**config.mk**
```make
export PLATFORM = sky130hd
export DESIGN_NAME = cpu_sequencer
export DESIGN_NICKNAME = d
export VERILOG_FILES = /design/src/rtl/cpu_seq_pkg.sv /design/src/rtl/cpu_seq_decode.sv /design/src/rtl/cpu_sequencer.sv
export SDC_FILE = /design/constraint.sdc
export NUM_CORES = 1
export LEC_CHECK = 0
export ABC_AREA = 1
export BUFFER_PORTS_ARGS = -buffer_cell sky130_fd_sc_hd__buf_4
export CORE_MARGIN = 5
export CORE_UTILIZATION = 25
export DETAILED_ROUTE_END_ITERATION = 10
export GPL_ROUTABILITY_DRIVEN = 0
export GPL_TIMING_DRIVEN = 1
export PLACE_DENSITY_LB_ADDON = 0.15
export SLEW_MARGIN = 40
export SYNTH_ARGS = -nofsm -noshare
export SYNTH_HDL_FRONTEND = slang
export SYNTH_SLANG_ARGS = --single-unit
```
**constraint.sdc**
```tcl
create_clock -name clk -period 1.49 [get_ports clk]
set_clock_uncertainty 0.1 [all_clocks]
set_input_delay 0.447 -clock clk [delete_from_list [all_inputs] [get_ports clk]]
set_output_delay 0.447 -clock clk [all_outputs]
set_load 0.005 [all_outputs]
```
**src/rtl/cpu_seq_pkg.sv**
```systemverilog
// cpu_seq_pkg -- shared definitions for the cpu_sequencer slice.
//
// Contents:
//   state_t   : sequencer state encoding. S_ERR exists only when
//               CPU_SEQ_ILLEGAL_TRAP_EN is defined.
//   iclass_t  : instruction class produced by cpu_seq_decode.
//   OPC_* / OP_* : instruction field constants (opcode = bits [15:13],
//               op = bits [12:11]).
//   VSEL_*    : write-back source select codes.
//   NSEL_*    : one-hot register-file select codes.
//
// Configuration macro: CPU_SEQ_ILLEGAL_TRAP_EN
package cpu_seq_pkg;

    typedef enum logic [2:0] {
        S_WAIT   = 3'd0,
        S_DECODE = 3'd1,
        S_MOVIMM = 3'd2,
        S_GETA   = 3'd3,
        S_GETB   = 3'd4,
        S_ALU    = 3'd5,
        S_WRITE  = 3'd6
`ifdef CPU_SEQ_ILLEGAL_TRAP_EN
        ,
        S_ERR    = 3'd7
`endif
    } state_t;

    typedef enum logic [2:0] {
        IC_MOVIMM  = 3'd0,
        IC_MOVREG  = 3'd1,
        IC_ALU_WB  = 3'd2,
        IC_CMP     = 3'd3,
        IC_ILLEGAL = 3'd4
    } iclass_t;

    localparam logic [2:0] OPC_MOV    = 3'b110;
    localparam logic [2:0] OPC_ALU    = 3'b101;

    localparam logic [1:0] OP_MOV_REG = 2'b00;
    localparam logic [1:0] OP_MOV_IMM = 2'b10;

    localparam logic [1:0] OP_ADD     = 2'b00;
    localparam logic [1:0] OP_CMP     = 2'b01;
    localparam logic [1:0] OP_AND     = 2'b10;
    localparam logic [1:0] OP_MVN     = 2'b11;

    localparam logic [1:0] VSEL_C     = 2'b00;
    localparam logic [1:0] VSEL_IMM   = 2'b01;

    localparam logic [2:0] NSEL_NONE  = 3'b000;
    localparam logic [2:0] NSEL_RN    = 3'b100;
    localparam logic [2:0] NSEL_RD    = 3'b010;
    localparam logic [2:0] NSEL_RM    = 3'b001;

endpackage

```
**src/rtl/cpu_seq_decode.sv**
```systemverilog
// cpu_seq_decode -- combinational instruction classifier.
//
// Ports:
//   opcode_i [2:0] : instruction bits [15:13]
//   op_i     [1:0] : instruction bits [12:11]
//   iclass_o [2:0] : iclass_t value (MOVIMM, MOVREG, ALU_WB, CMP, ILLEGAL)
//
// Configuration macro: CPU_SEQ_ILLEGAL_TRAP_EN (not used here; the
// classification is identical in both builds).
module cpu_seq_decode
    import cpu_seq_pkg::*;
(
    input  logic [2:0] opcode_i,
    input  logic [1:0] op_i,
    output logic [2:0] iclass_o
);

    iclass_t iclass;

    always_comb begin
        iclass = IC_ILLEGAL;
        if (opcode_i == OPC_MOV) begin
            if (op_i == OP_MOV_IMM) begin
                iclass = IC_MOVIMM;
            end else if (op_i == OP_MOV_REG) begin
                iclass = IC_MOVREG;
            end
        end else if (opcode_i == OPC_ALU) begin
            // ADD, AND and MVN all write back through C; only CMP stops at flags.
            iclass = (op_i == OP_CMP) ? IC_CMP : IC_ALU_WB;
        end
    end

    assign iclass_o = iclass;

endmodule

```
**src/rtl/cpu_sequencer.sv**
```systemverilog
// cpu_sequencer -- Moore control FSM for a simple register/ALU datapath.
//
// Ports:
//   clk            : clock, rising edge
//   reset          : asynchronous active-high reset, forces S_WAIT
//   s              : start, sampled only in S_WAIT
//   opcode [2:0]   : instruction bits [15:13], stable for the instruction
//   op     [1:0]   : instruction bits [12:11], stable for the instruction
//   nsel   [2:0]   : one-hot register select (100=Rn, 010=Rd, 001=Rm)
//   vsel   [1:0]   : write-back source (00=C, 01=sign-extended imm8)
//   loada, loadb, loadc, loads, write, asel, bsel : datapath strobes/selects
//   w              : high only in S_WAIT
//   err            : illegal-instruction flag (sticky until reset when trapping)
//   dbg_state [2:0]: current FSM state (state_t encoding)
//
// Configuration macro: CPU_SEQ_ILLEGAL_TRAP_EN
//   defined   : illegal decode goes to S_ERR, err=1 until reset
//   undefined : illegal decode returns to S_WAIT, err tied low
module cpu_sequencer
    import cpu_seq_pkg::*;
(
    input  logic       clk,
    input  logic       reset,
    input  logic       s,
    input  logic [2:0] opcode,
    input  logic [1:0] op,
    output logic [2:0] nsel,
    output logic [1:0] vsel,
    output logic       loada,
    output logic       loadb,
    output logic       loadc,
    output logic       loads,
    output logic       write,
    output logic       asel,
    output logic       bsel,
    output logic       w,
    output logic       err,
    output logic [2:0] dbg_state
);

`ifdef CPU_SEQ_ILLEGAL_TRAP_EN
    localparam state_t ILLEGAL_NEXT = S_ERR;
`else
    localparam state_t ILLEGAL_NEXT = S_WAIT;
`endif

    state_t     state_q, state_d;
    // Cleared by reset and set by the first clock edge afterwards, so the
    // edge that ends reset never accepts a start.
    logic       armed_q;
    logic [2:0] iclass_w;
    iclass_t    iclass;

    cpu_seq_decode u_decode (
        .opcode_i (opcode),
        .op_i     (op),
        .iclass_o (iclass_w)
    );

    assign iclass = iclass_t'(iclass_w);

    always_ff @(posedge clk or posedge reset) begin
        if (reset) begin
            state_q <= S_WAIT;
            armed_q <= 1'b0;
        end else begin
            state_q <= state_d;
            armed_q <= 1'b1;
        end
    end

    // Next-state logic
    always_comb begin
        state_d = state_q;
        case (state_q)
            S_WAIT: begin
                if (s && armed_q) begin
                    state_d = S_DECODE;
                end
            end
            S_DECODE: begin
                case (iclass)
                    IC_MOVIMM: state_d = S_MOVIMM;
                    IC_MOVREG: state_d = S_GETB;   // MOV Rd,Rm skips the A read
                    IC_ALU_WB: state_d = S_GETA;
                    IC_CMP:    state_d = S_GETA;
                    default:   state_d = ILLEGAL_NEXT;
                endcase
            end
            S_MOVIMM: state_d = S_WAIT;
            S_GETA:   state_d = S_GETB;
            S_GETB:   state_d = S_ALU;
            S_ALU:    state_d = (iclass == IC_CMP) ? S_WAIT : S_WRITE;
            S_WRITE:  state_d = S_WAIT;
`ifdef CPU_SEQ_ILLEGAL_TRAP_EN
            S_ERR:    state_d = S_ERR;
`endif
            default:  state_d = S_WAIT;
        endcase
    end

    // Moore outputs: state plus the (stable) instruction fields only
    always_comb begin
        nsel  = NSEL_NONE;
        vsel  = VSEL_C;
        loada = 1'b0;
        loadb = 1'b0;
        loadc = 1'b0;
        loads = 1'b0;
        write = 1'b0;
        asel  = 1'b0;
        bsel  = 1'b0;
        case (state_q)
            S_MOVIMM: begin
                nsel  = NSEL_RN;
                vsel  = VSEL_IMM;
                write = 1'b1;
            end
            S_GETA: begin
                nsel  = NSEL_RN;
                loada = 1'b1;
            end
            S_GETB: begin
                nsel  = NSEL_RM;
                loadb = 1'b1;
            end
            S_ALU: begin
                // MOV Rd,Rm never loaded A, so force the A operand to zero.
                asel  = (iclass == IC_MOVREG);
                loads = (iclass == IC_CMP);
                loadc = (iclass != IC_CMP);
            end
            S_WRITE: begin
                nsel  = NSEL_RD;
                vsel  = VSEL_C;
                write = 1'b1;
            end
            default: begin
            end
        endcase
    end

    assign w         = (state_q == S_WAIT);
    assign dbg_state = state_q;

`ifdef CPU_SEQ_ILLEGAL_TRAP_EN
    assign err = (state_q == S_ERR);
`else
    assign err = 1'b0;
`endif

endmodule

```
After elaboration in Yosys (flattened, before gate mapping)
Index checks and enable logic that the tools add are counted.
- register bits after elaboration: 4
- input bits: 8
- output and inout bits: 17
- equality and inequality tests: 15
- mux-type cells: 17
- reduce and logical (&&, ||, !) cells: 7
- operators with widths (cell ; count):
    2-to-1 mux 3 bit ; 6
    case mux 3 bit (3 select lines) ; 2
    == test 3 bit (second input constant) ; 5
    case mux 3 bit (5 select lines) ; 1
    == test 3 x 2 -> 1 bit (second input constant) ; 4
    2-to-1 mux 1 bit ; 8
    == test 3 x 1 -> 1 bit (second input constant) ; 2
    logical NOT 3 bit ; 2
    OR reduction 2 bit ; 3
    != test 3 x 2 -> 1 bit (second input constant) ; 1
    == test 2 x 1 -> 1 bit (second input constant) ; 1
    == test 2 bit (second input constant) ; 1
    logical NOT 2 bit ; 1
    != test 2 x 1 -> 1 bit (second input constant) ; 1
    logical AND 1 bit ; 1

Logic depth before layout (Yosys ltp)
Gate-level depths: netlist of run 1.
- depth in word-level cells: 8
- depth in mapped cells: 6
- gate-level depth less buffers: 5

Modules after synthesis
Synthesis of run 1 repeated with hierarchy kept, for this count alone.
- cells, all modules: 69
- area, all modules: 410.4 µm²
- by module, submodules not included (module ; times used ; cells each ; area each (µm²)):
    cpu_sequencer ; 1 ; 52 ; 341.6
    cpu_seq_decode ; 1 ; 17 ; 68.8

Worst setup path after synthesis of run 1
No wires, ideal clock.
- path kind: register to output
- from: reg state_q[0], in the netlist dbg_state[0]
- to: out nsel[0]
- arrival time: 0.913 ns
- required time: 0.943 ns
- setup slack: 0.030 ns
- stages on the path, launching flop included: 6
- cell sequence: dfrtp_1 > buf_6 > nor2_1 > nand2_1 > inv_1 > buf_4
- longest elaborated chain between the ends: 3
- ends and longest elaborated chain (item ; line ; source):
    start: declaration ; cpu_sequencer.sv:47 ; state_t state_q, state_d;
    start signal: assignment ; cpu_sequencer.sv:67 ; state_q <= state_d;
    == test 3 x 2 -> 1 bit ; cpu_sequencer.sv:113 ; case (state_q)
    OR reduction 2 bit (no source line) ; -- ;
    case mux 3 bit (3 select lines) * ; cpu_sequencer.sv:113 ;
    end: declaration ; cpu_sequencer.sv:27 ; output logic [2:0] nsel,
Mark *: on every way between the ends. The rest lies on a longest branch, timed or not.

Final worst setup path of run 1
- from: reg state_q[1], in the netlist dbg_state[1]
- to: out vsel[0]
- longest elaborated chain between the ends: 2
- ends and longest elaborated chain (item ; line ; source):
    == test 3 x 2 -> 1 bit ; cpu_sequencer.sv:113 ;
    2-to-1 mux 1 bit ; cpu_sequencer.sv:113 ;
    end: declaration ; cpu_sequencer.sv:28 ; output logic [1:0] vsel,
No other way between the ends.

==> results.toml, run 1 <==
[layout]
multiInputGateArea_um2 = 234
seqCellArea_um2 = 104
final_nets = 112
area_growth_pct = 125
n_antenna_cell = 0
final_layout_size_suffix_gt1_share_pct = 68.6
layout.cells.non_filler = 117
fill_cells = 124

[timing]
hold_viol = 0
fin_crit_ns = 1.66
timing.hold.ws_ns = 0.463
fin_ws_ns = -0.174
fmax_mhz = 601
rsz0062_at_grt = "yes"
finalMaxSlewViolations = 0
period_share_pct = 112
setup_viol = 13

[grt]
grt_pass1_vias = 483
grt_use_total_pct = 11.8
grt_overflow = 0
grt_pass1_wl_um = 1820
antenna_found_initial = 0
grt_max_degree = 7

[flow_run]
cap_violations = 0

[place]
portBuffers = 21
dp_hpwl_um = 774
dp.cells = 102

[outcome]
violations = "setup timing"
run_status = "finished, violations left"

[routing]
routedWlPerCell_um = 9.86
vias = 476
drtPass1Iterations = 3
remaining_drc_errors = 0
drt_iter0_drc = 1
maxUsedRoutingLayer = "met3"
wl_um = 1150
wl_met2_um = 625
met3WireLength_um = 123
antenna_left = 0
wl_met1_um = 405
vias_per_cell = 4.07

[die]
start_util_pct = 26.9
placementRows = 13
dieHeight_um = 47.9
fp.dieArea_mm2 = 0.00229
dieWidth_um = 47.9
core_mm2 = 0.00133
ios = 25

[clock_network]
cts-root-buf = "clkbuf_4"
cts_buffers = 3
path_clk_slew_ns = 0.04
cts.sinks = 4
clock_latency_ns = 0.24
clk_path_buf_depth = 2
cts_tree = "built"
htree_levels = 1

[synthesis]
synth_edf_count = 0
seq_area_frac_synth_pct = 27.9
ys_ff_latch = 4
netlist_instances = 58
async_reset_ff_share_pct = 100
avgSynthCellArea_um2 = 6.19
ys_types = 14
ys.flop_type = "dfrtp_1"
yosysMostFrequentCell = "nand2_1"
synthTopCellsByArea = "dfrtp_1, nand2_1, inv_1, nor2_1, buf_4"
synth_area_um2 = 359
synth_top_area_share_pct = 27.9
ys_warn_count = 0
synth_common_cells = "nand2_1, inv_1, nor2_1"
synth_top_cell_by_area = "dfrtp_1"

[pwr]
power_density_mw_per_mm2 = 1560
vdd_drop_max_uv = 837
finalPower_w = 0.00126
p_leak_nw = 0.462

[worst_setup_path]
rr_startpoint = "dbg_state[0]"
crit_chain = "inv_4, buf_6, nor3_4, buf_4"
cp_max_fo = 4
worstSetupStartpoint = "dbg_state[1]"
ff2ff_path_depth = 7
worstSetupPathType = "flop to output pin"
cp-start-kind = "flop"
critPathSlowestCell = "dfrtp_2"
r2r_setup_slack_ns = 0.07
crit_path_end_kind = "output pin"
cp.arrival_ns = 1.12
cp_slowest_stage_delay_ns = 0.42
cp.required_ns = 0.94

[hold_path]
hold_depth = 5
hold_class = "input port to flop"
worstHoldStart = "s"
## layout by cell type (no fill, tap or decap), types with 2 or more instances in the layout
master,netlist,layout
dfrtp_2,0,3
inv_4,0,2
clkbuf_4,0,3
nor2_1,9,7
conb_1,2,4
nand3_1,4,2
buf_6,1,10
nor2_4,0,2
nand2_2,1,3
inv_2,4,5
nand3_4,0,2
nand2_1,11,9
nor2_2,2,2
nand3_2,2,2
buf_4,4,33
inv_1,10,7
## repair_timing
action / in CTS / in global routing
setup endpoints to repair: 11 / 15
hold buffers: 1 / 0
pin swaps: 6 / 3
resized for setup: 22 / 10
endpoints found under the hold margin: 2 / 0
setup buffers: 11 / 3
gates cloned: 0 / 0
## worst max-delay path, delay by kind of cell, from the launching register on
kind,cells,cell delay (ns)
flops,1,0.42
buf+inv,3,0.31
simple gates,1,0.15
## cells by family (layout without fill, tap and decap cells)
group	Yosys count	count (layout)	synth area share, %
buf+inv	19	61	26.1
compound gates	1	1	2.44
flops	4	4	27.9
simple gates	32	32	41.5
other cells	2	4	2.09
## metal layers
layer	up-vias	GRT usage, %
met5	-	0
met1	209	10.5
li1	248	-
met2	19	22.2
met4	0	4.84
met3	0	5.64
## where the power goes
part	switching (W)	internal [W]	leakage (nW)	total, W
Sequential	0.0000867	0.000149	0.0465	0.000235
Combinational	0.000351	0.000539	0.401	0.000890
Clock	0.0000439	0.0000901	0.0138	0.000134
## final timing paths
| kind | end |
|---|---|
| setup reg to reg | dbg_state[0] |
| min in group asynchronous | dbg_state[2] |
| hold / removal | dbg_state[0] |
| max in group asynchronous | dbg_state[1] |
| hold reg to reg | dbg_state[0] |
| setup / recovery | vsel[0] |
## sequential cells by signal (all words and copies together), names as in the netlist
| signal | count |
|---|---|
| dbg_state | 3 |
| armed_q | 1 |
## through the flow
stage	setup WS [ns]	setup TNS [ns]	utilization, %	area (um^2)
floorplan	0.0302	0	-	367
global placement	-0.0795	-0.186	43.8	584
detailed placement	-0.0760	-0.199	43.8	584
CTS	-0.158	-1.57	58.3	777
global route	-0.234	-2.35	60.5	807
finish	-0.174	-1.61	60.5	807
## area by class of cell
cell class              instances  share of cell area, %
well taps                      15                   2.33
flip-flops and latches          4                   12.9
inverters                      14                   7.13
repair buffers                 44                   45.9
clock buffers                   3                   2.79
multi-input cells              37                   29.0
(Power assumes the default switching activity.)
==> run 2, diff against run 1 <==
CORE_AREA = 10 10 47 49   (was unset)
CORE_MARGIN = unset   (was 5)
CORE_UTILIZATION = unset   (was 25)
DIE_AREA = 0 0 57 59   (was unset)
==> run 2 against run 1 <==
  * The run still ends with setup timing left
  * Final cell count is 7.7% lower
  * Non-clock buffer count is 10 lower
  * Flip-flop and latch count unchanged
  * Sequential power fell by 2%
  * Sequential share of layout area up 2.3 points
  * Worst setup slack gained 0.035 ns
  * Global-route usage is 5.5 points lower
  * Power down 21%
  * Largest cell class unchanged
  * Highest routed layer unchanged
==> results.toml, run 2 (synthesized netlist as in run 1, its figures left out) <==
[layout]
largest_reg_flops = 3
layout.cells.non_filler = 108
final_layout_size_suffix_gt1_share_pct = 62.0
mostFrequentLayoutCell = "buf_4"
n_antenna_cell = 0
final_nets = 102
final_cell_mix = "buf_4, nand2_1, inv_1, nor2_1, inv_2"
area_growth_pct = 91.3
post-route-util_pct = 49.0
design_area_um2 = 687

[clock_network]
cts_buffers = 3
htree_levels = 1
clock_latency_ns = 0.23
cts_tree = "built"
path_clk_slew_ns = 0.04
cts.sinks = 4
clk_path_buf_depth = 2
cts-root-buf = "clkbuf_4"

[routing]
antenna_left = 0
vias_per_cell = 3.91
drt_iter0_drc = 3
routedWlPerCell_um = 9.72
drtPass1Iterations = 3
wl_um = 1050
vias = 422
remaining_drc_errors = 0

[place]
place_area_um2 = 571
dp.cells = 101
dp_hpwl_um = 908
portBuffers = 21

[die]
fp.dieArea_mm2 = 0.00336
start_util_pct = 25.6
dieWidth_um = 57
dieHeight_um = 59
core_mm2 = 0.00140
placementRows = 14
ios = 25

[timing]
fin_crit_ns = 1.63
fin_ws_ns = -0.139
hold_viol = 0
fmax_mhz = 614
setup_viol = 12
finalMaxSlewViolations = 0
rsz0062_at_grt = "yes"
period_share_pct = 109

[pwr]
p_leak_nw = 0.402
finalPower_w = 0.000991
power_density_mw_per_mm2 = 1440
vdd_drop_max_uv = 565

[outcome]
run_status = "finished, violations left"
violations = "setup timing"

[grt]
grt_max_degree = 8
antenna_found_initial = 0
grt_pass1_wl_um = 1820
grt_use_total_pct = 6.25
grt_overflow = 0
grt_pass1_vias = 411

[worst_setup_path]
worstSetupPathType = "flop to output pin"
critPathSlowestCell = "dfrtp_2"
crit_chain = "inv_4, nand3_4, inv_2, nand2_2, inv_2, buf_6"
cp.required_ns = 0.94
critPathBufInv = 4
cp_slowest_stage_delay_ns = 0.44
cp_common_cell = "inv_2"
critical-path-top-delay-family = "flip-flops"
cp_max_fo = 4
cp-start-kind = "flop"
cp.arrival_ns = 1.08
crit_path_end_kind = "output pin"

[flow_run]
cap_violations = 0

[hold_path]
hold_class = "input port to async pin"
-- run 2: worst reg2reg max path, cell delays in order (launching register included) --
cell and delay [ns]:
dfrtp_2 0.48, buf_6 0.15, buf_4 0.12, buf_4 0.12
nand2_1 0.07, nor2_2 0.04, nand2_1 0.09, nand3_1 0.09
-- run 2: metrics by stage --
stage	setup TNS (ns)	hold slack, ns	worst slack, ns
floorplan	0	0.113	0.0302
global placement	-0.175	0.245	-0.0799
detailed placement	-0.239	0.251	-0.0893
CTS	-1.48	0.00546	-0.169
global route	-2.13	0.00659	-0.212
finish	-1.31	0.00508	-0.139
-- run 2: worst paths after layout --
check	start	to	slack, ns	cells past startpoint
max in group asynchronous	reset	dbg_state[2]	1.12	2
min in group clk	op[0]	dbg_state[1]	0.40	4
hold / removal	reset	armed_q	0.005	2
hold reg to reg	armed_q	dbg_state[0]	0.48	4
setup reg to reg	dbg_state[0]	dbg_state[1]	0.11	7
setup / recovery	dbg_state[1]	loadc	-0.14	6
-- run 2: cell type report --
class | instances | area, um^2
multi-input cells | 37 | 215
well taps | 16 | 20.0
repair buffers | 34 | 270
fillers | 161 | 714
clock buffers | 3 | 22.5
flip-flops and latches | 4 | 104
inverters | 14 | 55.1
-- run 2: metal layers --
metal | GRT usage, % | share of wire (%)
met1 | 7.21 | 43
met2 | 10.5 | 50
met3 | 2.79 | 7.0
met4 | 1.01 | 0
met5 | 0 | 0
-- run 2: what timing repair did --
item / in CTS / in global routing
cloned: 0 / 0
buffers inserted: 3 / 1
hold buffers: 0 / 0
resized for setup: 11 / 7
pin swaps: 4 / 2
endpoints found under the hold margin: 0 / 0
setup endpoints to repair: 11 / 12
-- run 2: where the power goes --
group	total [W]	switching, W	leakage, nW	internal [W]
logic	0.000630	0.000268	0.342	0.000362
registers	0.000231	0.0000828	0.0465	0.000149
clock network	0.000129	0.0000395	0.0138	0.0000898
==> run 3, diff against run 2 <==
CAP_MARGIN = 20   (was unset)
CTS_BUF_LIST = sky130_fd_sc_hd__clkbuf_8 sky130_fd_sc_hd__clkbuf_16   (was unset)
==> run 3 against run 2 <==
  * Cell area is 9.8% higher
  * Via count rose by 5.2%
  * Global-route usage up 0.69 points
  * Register-to-register slack better by 0.04 ns
  * The run still ends with setup timing left
  * Critical path depth unchanged
  * Largest cell class unchanged
  * Non-clock buffer count rose by 4
  * Power rose by 18%
  * Routed wire length up 5.7%
  * First-iteration DRC count shrank 67%
==> results.toml, run 3 (synthesized netlist as in run 1, its figures left out) <==
[timing]
finalMaxSlewViolations = 0
fmax_mhz = 616
setup_viol = 11
fin_tns_setup_ns = -1.19
period_share_pct = 109
hold_viol = 0
rsz0062_at_grt = "yes"
fin_crit_ns = 1.62
fin_ws_ns = -0.134

[worst_setup_path]
cp.arrival_ns = 1.08
critPathSlowestCell = "dfrtp_2"
cp_common_cell = "inv_2"
worstSetupPathType = "flop to output pin"
critPathBufInv = 4
cp_slowest_stage_delay_ns = 0.44
cp_max_fo = 4
critical-path-top-delay-family = "flip-flops"
cp-start-kind = "flop"
cp.required_ns = 0.94
crit_chain = "inv_4, nand3_4, inv_2, nand2_2, inv_2, buf_6"
crit_path_end_kind = "output pin"

[hold_path]
hold_class = "input port to async pin"

[pwr]
p_leak_nw = 0.430
power_density_mw_per_mm2 = 1550
vdd_drop_max_uv = 715

[place]
place_ws_ns = -0.0893
dp_hpwl_um = 908
place_area_um2 = 571
portBuffers = 21

[layout]
final_cell_mix = "buf_4, nand2_1, inv_1, nor2_1, buf_6"
design_area_um2 = 754
n_antenna_cell = 0
final_nets = 106
area_growth_pct = 110
mostFrequentLayoutCell = "buf_4"
largest_reg_flops = 3
final_layout_size_suffix_gt1_share_pct = 67.7

[flow_run]
cap_violations = 0

[clock_network]
cts_buffers = 3
clock_latency_ns = 0.21
htree_levels = 1
cts.sinks = 4
cts_tree = "built"
cts-root-buf = "clkbuf_8"
path_clk_slew_ns = 0.03
clk_path_buf_depth = 2

[grt]
gr-usage-met3_pct = 2.79
grt_pass1_vias = 451
use_met1_pct = 7.33
grt_use_total_pct = 6.94
antenna_found_initial = 0
grt_overflow = 0
grt_pass1_wl_um = 1970
grt_max_degree = 8
grt_use_met2_pct = 12.4
busiest_layer = "met2"

[outcome]
run_status = "finished, violations left"
violations = "setup timing"

[die]
start_util_pct = 25.6
placementRows = 14
dieHeight_um = 59
core_mm2 = 0.00140
fp.dieArea_mm2 = 0.00336
ios = 25
dieWidth_um = 57

[routing]
remaining_drc_errors = 0
wl_um = 1110
drt_iter0_drc = 1
vias_per_cell = 3.96
antenna_left = 0
drtPass1Iterations = 2
vias = 444
routedWlPerCell_um = 9.91
run 3: changes by cell type in the layout (fill, tap and decap cells not counted), sizes merged:
cell	previous run	this run
buf	34	38
run 3: path summary, 6_finish.rpt:
check | startpoint | end | slack [ns] | depth (start not counted)
max | dbg_state[1] | loadc | -0.13 | 6
min | reset | armed_q | 0.02 | 2
max reg2reg | dbg_state[0] | dbg_state[2] | 0.15 | 8
min reg2reg | armed_q | dbg_state[0] | 0.47 | 4
max in group asynchronous | reset | dbg_state[2] | 1.10 | 2
min in group clk | op[0] | dbg_state[1] | 0.42 | 4
run 3: metrics by stage:
step | hold slack (ns) | utilization, % | cells | power, W
finish | 0.0206 | 53.8 | 112 | 0.00117
CTS | 0.0269 | 53.8 | 114 | 0.00118
global placement | 0.245 | 40.7 | 101 | 0.000701
detailed placement | 0.251 | 40.7 | 101 | 0.000707
floorplan | 0.113 | - | 60 | 0.000459
global route | 0.0312 | 53.8 | 112 | 0.00127
run 3: area by class of cell:
cell class	instances	area (um^2)
Multi-Input combinational cell	37	223
Inverter	14	55.1
Clock buffer	3	41.3
Fill cell	149	647
Sequential cell	4	104
Tap cell	16	20.0
Timing Repair Buffer	38	312
run 3: worst reg2reg max path, cell delays in order, from the launching register on:
cell     delay, ns
dfrtp_2       0.48
nor2_4        0.13
nand2_2       0.08
buf_6         0.11
buf_4         0.12
buf_4         0.12
nand2_2       0.05
inv_2         0.03
nand3_2       0.05
run 3: timing repair:
action                                  CTS  global route
pin swaps                                 4             2
setup buffers                            10             0
gates cloned                              0             0
hold buffers                              0             0
endpoints found under the setup margin   10            13
gates resized for setup                  19             6
run 3: where the power goes:
part	total, W	internal [W]	switching (W)
logic	0.000713	0.000423	0.000289
registers	0.000236	0.000149	0.0000876
clock network	0.000221	0.000172	0.0000491
run 3: routing by layer:
| metal | vias up | share of wire (%) | wire length [um] |
|---|---|---|---|
| met5 | - | 0 | 0 |
| li1 | 236 | - | - |
| met2 | 14 | 54 | 597 |
| met4 | 0 | 0 | 0 |
| met1 | 194 | 40 | 439 |
| met3 | 0 | 6.6 | 73 |
